--- config.mk ---
export PLATFORM = sky130hd
export DESIGN_NAME = sbox_round_sched
export DESIGN_NICKNAME = d
export VERILOG_FILES = /design/src/rtl/sbox_round_sched.sv
export SDC_FILE = /design/constraint.sdc
export NUM_CORES = 1
export LEC_CHECK = 0
export CORE_AREA = 2 2 507 509
export DETAILED_ROUTE_END_ITERATION = 6
export DIE_AREA = 0 0 509 511
export PLACE_DENSITY = 0.3
export SETUP_SLACK_MARGIN = 0.15
export SYNTH_ARGS = -nofsm -noshare
export SYNTH_HDL_FRONTEND = slang
export SYNTH_SLANG_ARGS = --single-unit
--- constraint.sdc ---
create_clock -name clk -period 2.95 [get_ports clk]
set_input_delay 0.59 -clock clk [delete_from_list [all_inputs] [get_ports clk]]
set_output_delay 0.59 -clock clk [all_outputs]
set_load 0.01 [all_outputs]
--- src/rtl/sbox_round_sched.sv ---
// sbox_round_sched: drives a single sbox instance through NROUNDS passes per
// transaction. A state is accepted on a valid/ready input, pushed through the
// sbox once per round (restart, wait for done, capture cout), and the final
// state is presented on a valid/ready output. A pass that never completes
// within MAX_WAIT cycles ends the transaction with out_err set.
//
// Optional feature: define SBOX_ROUND_CONST_EN to XOR the round index into
// bits [7:0] of the sbox input before every pass. Without the macro the sbox
// input is the raw captured state.

module sbox_round_sched #(
  parameter int CWIDTH   = 320,
  parameter int NROUNDS  = 12,
  parameter int MAX_WAIT = 64
) (
  input  logic              clk,
  input  logic              reset,
  input  logic              in_valid,
  output logic              in_ready,
  input  logic [CWIDTH-1:0] in_data,
  output logic              out_valid,
  input  logic              out_ready,
  output logic [CWIDTH-1:0] out_data,
  output logic              out_err,
  output logic [CWIDTH-1:0] sb_c,
  output logic              sb_reset,
  input  logic [CWIDTH-1:0] sb_cout,
  input  logic              sb_done,
  output logic              busy
);

  // Round counter only has to reach NROUNDS-1; keep at least one bit.
  localparam int RW = (NROUNDS > 1) ? $clog2(NROUNDS) : 1;
  // Wait counter carries one spare bit above what MAX_WAIT-1 needs.
  localparam int WW = $clog2(MAX_WAIT) + 1;

  localparam logic [RW-1:0] ROUND_LAST = RW'(NROUNDS - 1);
  localparam logic [WW-1:0] WAIT_LAST  = WW'(MAX_WAIT - 1);

  typedef enum logic [2:0] {
    IDLE    = 3'd0,
    LOAD    = 3'd1,
    RUN     = 3'd2,
    CAPTURE = 3'd3,
    OUT     = 3'd4
  } state_t;

  state_t            state;
  state_t            next_state;

  logic [CWIDTH-1:0] state_reg;
  logic [RW-1:0]     round;
  logic [WW-1:0]     wait_cnt;

  // Per-cycle control strobes decoded from the FSM.
  logic              accept;
  logic              do_load;
  logic              do_run;
  logic              do_timeout;
  logic              do_capture;
  logic              last_round;

  // Ungated handshake/control outputs; reset gating is applied afterwards.
  logic              in_ready_c;
  logic              out_valid_c;
  logic              sb_reset_c;

  assign last_round = (round == ROUND_LAST);

  // FSM state register; reset always lands in IDLE.
  always_ff @(posedge clk) begin
    if (!reset) begin
      state <= IDLE;
    end else begin
      state <= next_state;
    end
  end

  // Next-state decode plus the strobes that steer the datapath registers.
  always_comb begin
    next_state  = state;
    accept      = 1'b0;
    do_load     = 1'b0;
    do_run      = 1'b0;
    do_timeout  = 1'b0;
    do_capture  = 1'b0;
    in_ready_c  = 1'b0;
    out_valid_c = 1'b0;
    sb_reset_c  = 1'b0;

    case (state)
      IDLE: begin
        in_ready_c = 1'b1;
        if (in_valid) begin
          accept     = 1'b1;
          next_state = LOAD;
        end
      end

      LOAD: begin
        // Hold the sbox in restart for one cycle so its done flag is clear
        // before the pass begins.
        sb_reset_c = 1'b1;
        do_load    = 1'b1;
        next_state = RUN;
      end

      RUN: begin
        do_run = 1'b1;
        // A done in the same cycle as the deadline still counts as success.
        if (sb_done) begin
          next_state = CAPTURE;
        end else if (wait_cnt == WAIT_LAST) begin
          do_timeout = 1'b1;
          next_state = OUT;
        end
      end

      CAPTURE: begin
        do_capture = 1'b1;
        if (last_round) begin
          next_state = OUT;
        end else begin
          next_state = LOAD;
        end
      end

      OUT: begin
        out_valid_c = 1'b1;
        if (out_ready) begin
          next_state = IDLE;
        end
      end

      default: begin
        next_state = IDLE;
      end
    endcase
  end

  // Datapath registers: captured state, round index, pass timer, error flag.
  always_ff @(posedge clk) begin
    if (!reset) begin
      state_reg <= '0;
      round     <= '0;
      wait_cnt  <= '0;
      out_err   <= 1'b0;
    end else begin
      if (accept) begin
        state_reg <= in_data;
        round     <= '0;
        out_err   <= 1'b0;
      end

      if (do_load) begin
        wait_cnt <= '0;
      end

      if (do_run) begin
        wait_cnt <= wait_cnt + WW'(1);
      end

      if (do_timeout) begin
        out_err <= 1'b1;
      end

      // The final round leaves round at NROUNDS-1; it is cleared on the
      // next accept.
      if (do_capture) begin
        state_reg <= sb_cout;
        if (!last_round) begin
          round <= round + RW'(1);
        end
      end
    end
  end

  // Handshake outputs are forced inactive while reset is asserted, and the
  // sbox is held in restart for the whole reset so it never runs on stale data.
  assign in_ready  = reset & in_ready_c;
  assign out_valid = reset & out_valid_c;
  assign busy      = reset & (state != IDLE);
  assign sb_reset  = ~reset | sb_reset_c;
  assign out_data  = state_reg;

  // sb_c only changes on accept and capture, so it stays put across LOAD and
  // RUN while the sbox is sampling it.
`ifdef SBOX_ROUND_CONST_EN
  assign sb_c = state_reg ^ {{(CWIDTH-8){1'b0}}, 8'(round)};
`else
  assign sb_c = state_reg;
`endif

  // Result and error flag must not move while the consumer is stalling.
  a_out_hold: assert property (
    @(posedge clk) disable iff (!reset)
    (out_valid && !out_ready) |=> (out_valid && $stable(out_data) && $stable(out_err))
  );

  // The sbox samples c for the whole pass, so it must not change during RUN.
  a_sb_c_stable: assert property (
    @(posedge clk) disable iff (!reset)
    (state == RUN) |-> $stable(sb_c)
  );

  // Accepting a new state while a transaction is in flight is never allowed.
  a_ready_busy: assert property (
    @(posedge clk) disable iff (!reset)
    !(in_ready && busy)
  );

endmodule
# Yosys cells after proc, flatten, opt, wreduce, memory -nomap -nowiden
# Cells that the tools add are included.
dict set report totals {
  input_bits 645
  register_bits 335
  latchBits 0
  rom_bits 0
  mem_count 0
  mem_bits_rw 0
}
dict set report op_classes {
  muxes 25
  order_cmp 0
  n_eq_ne 9
  mul 0
  shifts 0
  addsub 2
  bitwise_logic 5
  n_reduce_logical 6
  div 0
}
# cell n
set op_table {}
lappend op_table {{$mux W320} 2}
lappend op_table {{$mux W3} 5}
lappend op_table {{$pmux W3 S5} 1}
lappend op_table {{$mux W7} 2}
lappend op_table {{$mux W1} 12}
lappend op_table {{$mux W4} 3}
lappend op_table {{$add A7 B1 Y7 const B} 1}
lappend op_table {{$eq A7 B6 Y1 const B} 1}
lappend op_table {{$eq A3 B2 Y1 const B} 2}
lappend op_table {{$reduce_bool A2 Y1} 3}
lappend op_table {{$add A4 B1 Y4 const B} 1}
lappend op_table {{$eq A4 B4 Y1 const B} 1}
lappend op_table {{$ne A2 B2 Y1 const B} 2}
lappend op_table {{$and A1 B1 Y1} 3}
lappend op_table {{$eq A3 B1 Y1 const B} 1}
lappend op_table {{$eq A3 B3 Y1 const B} 1}
lappend op_table {{$logic_not A3 Y1} 1}
lappend op_table {{$ne A3 B3 Y1 const B} 1}
lappend op_table {{$reduce_and A3 Y1} 1}
lappend op_table {{$reduce_bool A3 Y1} 1}
lappend op_table {{$not A1 Y1} 1}
lappend op_table {{$or A1 B1 Y1} 1}

# Longest topological paths before layout
dict set report depth {
  ltp_word 5
  mapped_depth 8
  mapped_depth_nobuf 4
}

# Worst setup path after synthesis
# Ideal clock, no wire load.
dict set report synth_path {
  kind {register to output}
  startpoint {register state[0]}
  endpoint {output port sb_reset}
  path_slack_ps 1075
  path_stages_with_launch 5
  arrival_time_ps 1285
  required_time_ps 2360
  path_buffers 2
  path_cell_list {dfxtp_1 -> buf_2 -> or3b_2 -> clkbuf_1 -> nand2_1}
}
dict set report synth_between {
  elab_chain_len 3
}
# element line
set synth_rtl {}
lappend synth_rtl {{start: declaration} 48} ;# state_t state;
lappend synth_rtl {{start signal: assignment} 75} ;# state <= next_state;
lappend synth_rtl {{$eq A3 B1 Y1} 91} ;# case (state)
lappend synth_rtl {{$mux W1} 91}
lappend synth_rtl {{$or A1 B1 Y1} 183} ;# assign sb_reset = ~reset | sb_reset_c;
lappend synth_rtl {{end: declaration} 26} ;# output logic sb_reset,
# Every way passes these cells.

# Worst setup path in the final report
dict set report layout_path {
  startpoint {register state[2]}
  endpoint {output port in_ready}
}
dict set report layout_between {
  elab_chain_len 3
}
# element line
set layout_rtl {}
lappend layout_rtl {{$logic_not A3 Y1} 91}
lappend layout_rtl {{$mux W1} 91}
lappend layout_rtl {{$and A1 B1 Y1} 180} ;# assign in_ready = reset & in_ready_c;
lappend layout_rtl {{end: declaration} 19} ;# output logic in_ready,
# Every way passes these cells.

==> reports/results.md <==
| Item | Value | Unit |
|---|---|---|
| Status | finished clean | - |
| Number of placement rows | 186 | - |
| Post-synth top area share | 34.6 | % |
| Max cap viols | 0 | - |
| Routed vias | 21,300 | - |
| Antenna violations before repair | 94 | - |
| Top-Level Pins | 1,290 | - |
| FFs w/ async S/R, synth | 0 | % |
| Fraction of final layout cells sized beyond drive strength 1 | 15.1 | % |
| Part of the Yosys area used for sequential elements | 34.6 | % |
| Worst Path Buf+Inv | 2 | - |
| Router iterations before antenna repair | 5 | - |
| Kind of path behind the tightest hold check | register to register | - |
| Count of routing violations after the opening detailed-route iteration | 1,090 | - |
| Cell count of the worst hold path | 2 | - |
| Fillcell total | 28,900 | - |
| Syn_nets | 2,882 | - |
| Final setup TNS | 0 | ns |
| Most common cell after layout, fill and taps aside | clkdlybuf4s50_1 | - |
| Slowest cell on crit path | clkdlybuf4s50_1 | - |
| Areal power density over the cells | 576 | mW/mm^2 |
| Minimum clock period | 2.69 | ns |
| Clock latency at the later pin of the worst-skew pair | 0.67 | ns |
| Yosys synthesis warning count | 0 | - |
| Routed wire length | 179,000 | um |
| Slew of the pin with the lowest slew margin | 0.764 | ns |
| Top cell family by delay on the critical path | buffers and inverters | - |
| Die extent in y | 511 | um |
| Static leakage | 11.7 | nW |
| Post-synthesis instance area | 0.0194 | mm^2 |
| Total count of hold-check failures in the final report | 0 | - |
| Count of input and output buffers | 1,289 | - |
| Cell types with the largest area share after synthesis | dfxtp_1, a311oi_2, buf_4, nand2_1, nor3_1 | - |
| Die ar. | 0.260 | mm^2 |
| Max reg flops | 320 | - |
| Instance count of the mapped netlist | 2,235 | - |
| Leading cell types in the layout, fill and taps excluded | clkdlybuf4s50_1, nand2_1, dfxtp_1 | - |
| Count of flip-flops with a built-in enable after synthesis | 0 | - |
| Worst path arrival time | 2.10 | ns |
| Cell breakdown of the critical path | buf_4 -> nor3_4 -> and2_1 -> clkdlybuf4s50_1 | - |
| Half-perimeter wire length of the detailed placement result | 150,000 | um |
| Worst IR Drop VDD | 435 | uV |
| Number of cells after detailed placement | 6,465 | - |
| Net count, final | 3,784 | - |
| Initial standard-cell utilization of the core | 7.58 | % |
| Global-route total usage across every layer | 13.1 | % |
| R2R cell count | 6 | - |
| CTS H-tree depth | 2 | - |
| Die boundary width | 509 | um |
| Flip-flop and latch count after synthesis | 335 | - |
| Crit. End Element | output port | - |
| Layout overhead on the synthesized area | 86.1 | % |
| First-pass GRT wire length | 227,000 | um |
| Post-Syn Area per Cell | 8.66 | um^2 |
| CP max FO | 10 | - |
| Number of hold buffers added after cts | 0 | - |
| Most common flop cell mapped by yosys | dfxtp_1 | - |
| Clock tree from TritonCTS | yes | - |
| Number of CTS-inserted buffers | 53 | - |
| Maximum number of pins on one net before global-route repair | 106 | - |
| Total gr overflow | 0 | - |
| Clock root buffer | clkbuf_16 | - |
| Largest stage delay on the critical path | 0.53 | ns |
| Max Clk Rate | 372 | MHz |
| Cell taking the most area after synthesis | dfxtp_1 | - |
| Via count of the first global-routing pass | 21,400 | - |
| Area of the core | 0.255 | mm^2 |
| Critical path start-end classification | register to output port | - |
| Fraction of the cycle the final worst path needs | 91.1 | % |
| Rel. slew slack | 49.1 | % |
| Final Skew | 0.0317 | ns |
| Clock transition at the register clock pins on the worst setup and hold paths after CTS | 0.06 | ns |
| Count of endpoints failing setup in the final report | 0 | - |
| Routed length per instance | 27.1 | um |
| Kind of start point of the critical path | register | - |
| GP Congestion | 0.849 | - |
| Final std cells w/o fill | 6,578 | - |
| Max-slew violation total from the final report | 0 | - |
| Setup repair after global routing missed its margin | false | - |
| Data required time at the worst endpoint | 2.36 | ns |
| Count of unique library cells instantiated by Yosys | 42 | - |
| Number of sinks handled by clock tree synthesis | 335 | - |
| Crit path depth | 4 | - |
| Final routed DRC violation total | 0 | - |
| Clock Path Buffers | 3 | - |
| Antenna-violating nets left | 0 | - |
| Via-per-instance ratio | 3.24 | - |
==> final timing paths <==
path,slack (ns),endpoint,start
max reg2reg,0.68,out_data[176],state[2]
min reg2reg,0.47,out_err,out_err
min,0.47,out_err,out_err
max,0.26,in_ready,state[2]
==> synth_stat cells (3+ instances only) <==
cell	instances
clkbuf_1	136
a21oi_1	6
nand2b_1	6
nor2_1	3
nand3_1	10
buf_2	44
buf_6	24
nor3_1	321
a311oi_1	34
buf_1	4
buf_4	332
dfxtp_1	335
nand2_1	651
a311oi_2	290
inv_1	3
==> through the flow <==
| stage | worst slack (ns) | util, % | hold slack (ns) | total power (W) | instance area [um^2] |
|---|---|---|---|---|---|
| 4_1_cts | 0.157 | 14.1 | 0.409 | 0.0213 | 36000 |
| 2_1_floorplan | 1.07 | - | 0.458 | 0.00959 | 19400 |
| 3_3_place_gp | 0.311 | 13.4 | 0.465 | 0.0144 | 34200 |
| 6_report | 0.262 | 14.1 | 0.468 | 0.0208 | 36000 |
| 3_5_place_dp | 0.301 | 13.4 | 0.462 | 0.0144 | 34200 |
| 5_1_grt | 0.168 | 14.1 | 0.457 | 0.0218 | 36000 |
==> worst reg2reg max path, delay by kind of cell, from the launching register on <==
family | cells | cell delay (ns)
and+or+nand+nor | 2 | 0.58
DFF | 1 | 0.31
buffers and inverters | 3 | 0.99
AOI/OAI and AO/OA | 1 | 0.29
==> what timing repair did <==
item	CTS	global route
buffers inserted	1	0
resized for setup	6	1
pin swaps	1	0
setup endpoints to repair	4	1
==> routing by layer <==
layer / part of all wire, % / global-route usage [%] / up-vias
li1: - / - / 9500
met1: 41 / 15.9 / 10400
met2: 43 / 20.0 / 1172
met3: 13 / 7.25 / 217
met4: 2.0 / 2.66 / 68
met5: 0.25 / 0 / -
==> where the power goes <==
part,switching [W],leakage (nW),internal (W)
Clock,0.00277,0.855,0.00389
Combinational,0.00402,8.10,0.00401
Sequential,0.000889,2.77,0.00518
==> kinds of logic (layout without fill, tap and decap cells) <==
family,count (synthesis),in the layout,synth area share [%]
DFF,335,335,34.6
AOI/OAI and AO/OA,343,343,24.7
adders and majority gates,2,2,0.129
buffers and inverters,544,1484,18.2
and+or+nand+nor,1009,1009,22.2
muxes,2,2,0.103
other,0,19,0
==> cell type report <==
type                    instances  area, um^2  area share (%)
diodes                         19        47.5           0.132
clock buffers                  75        1520            4.22
clock inverters                18         204           0.566
inverters                       4        22.5          0.0625
multi-input cells            1356        9150            25.4
flip-flops and latches        335        6710            18.6
well taps                    3384        4230            11.8
repair buffers               1387       14100            39.2
Power figures use the tool's default switching activity.
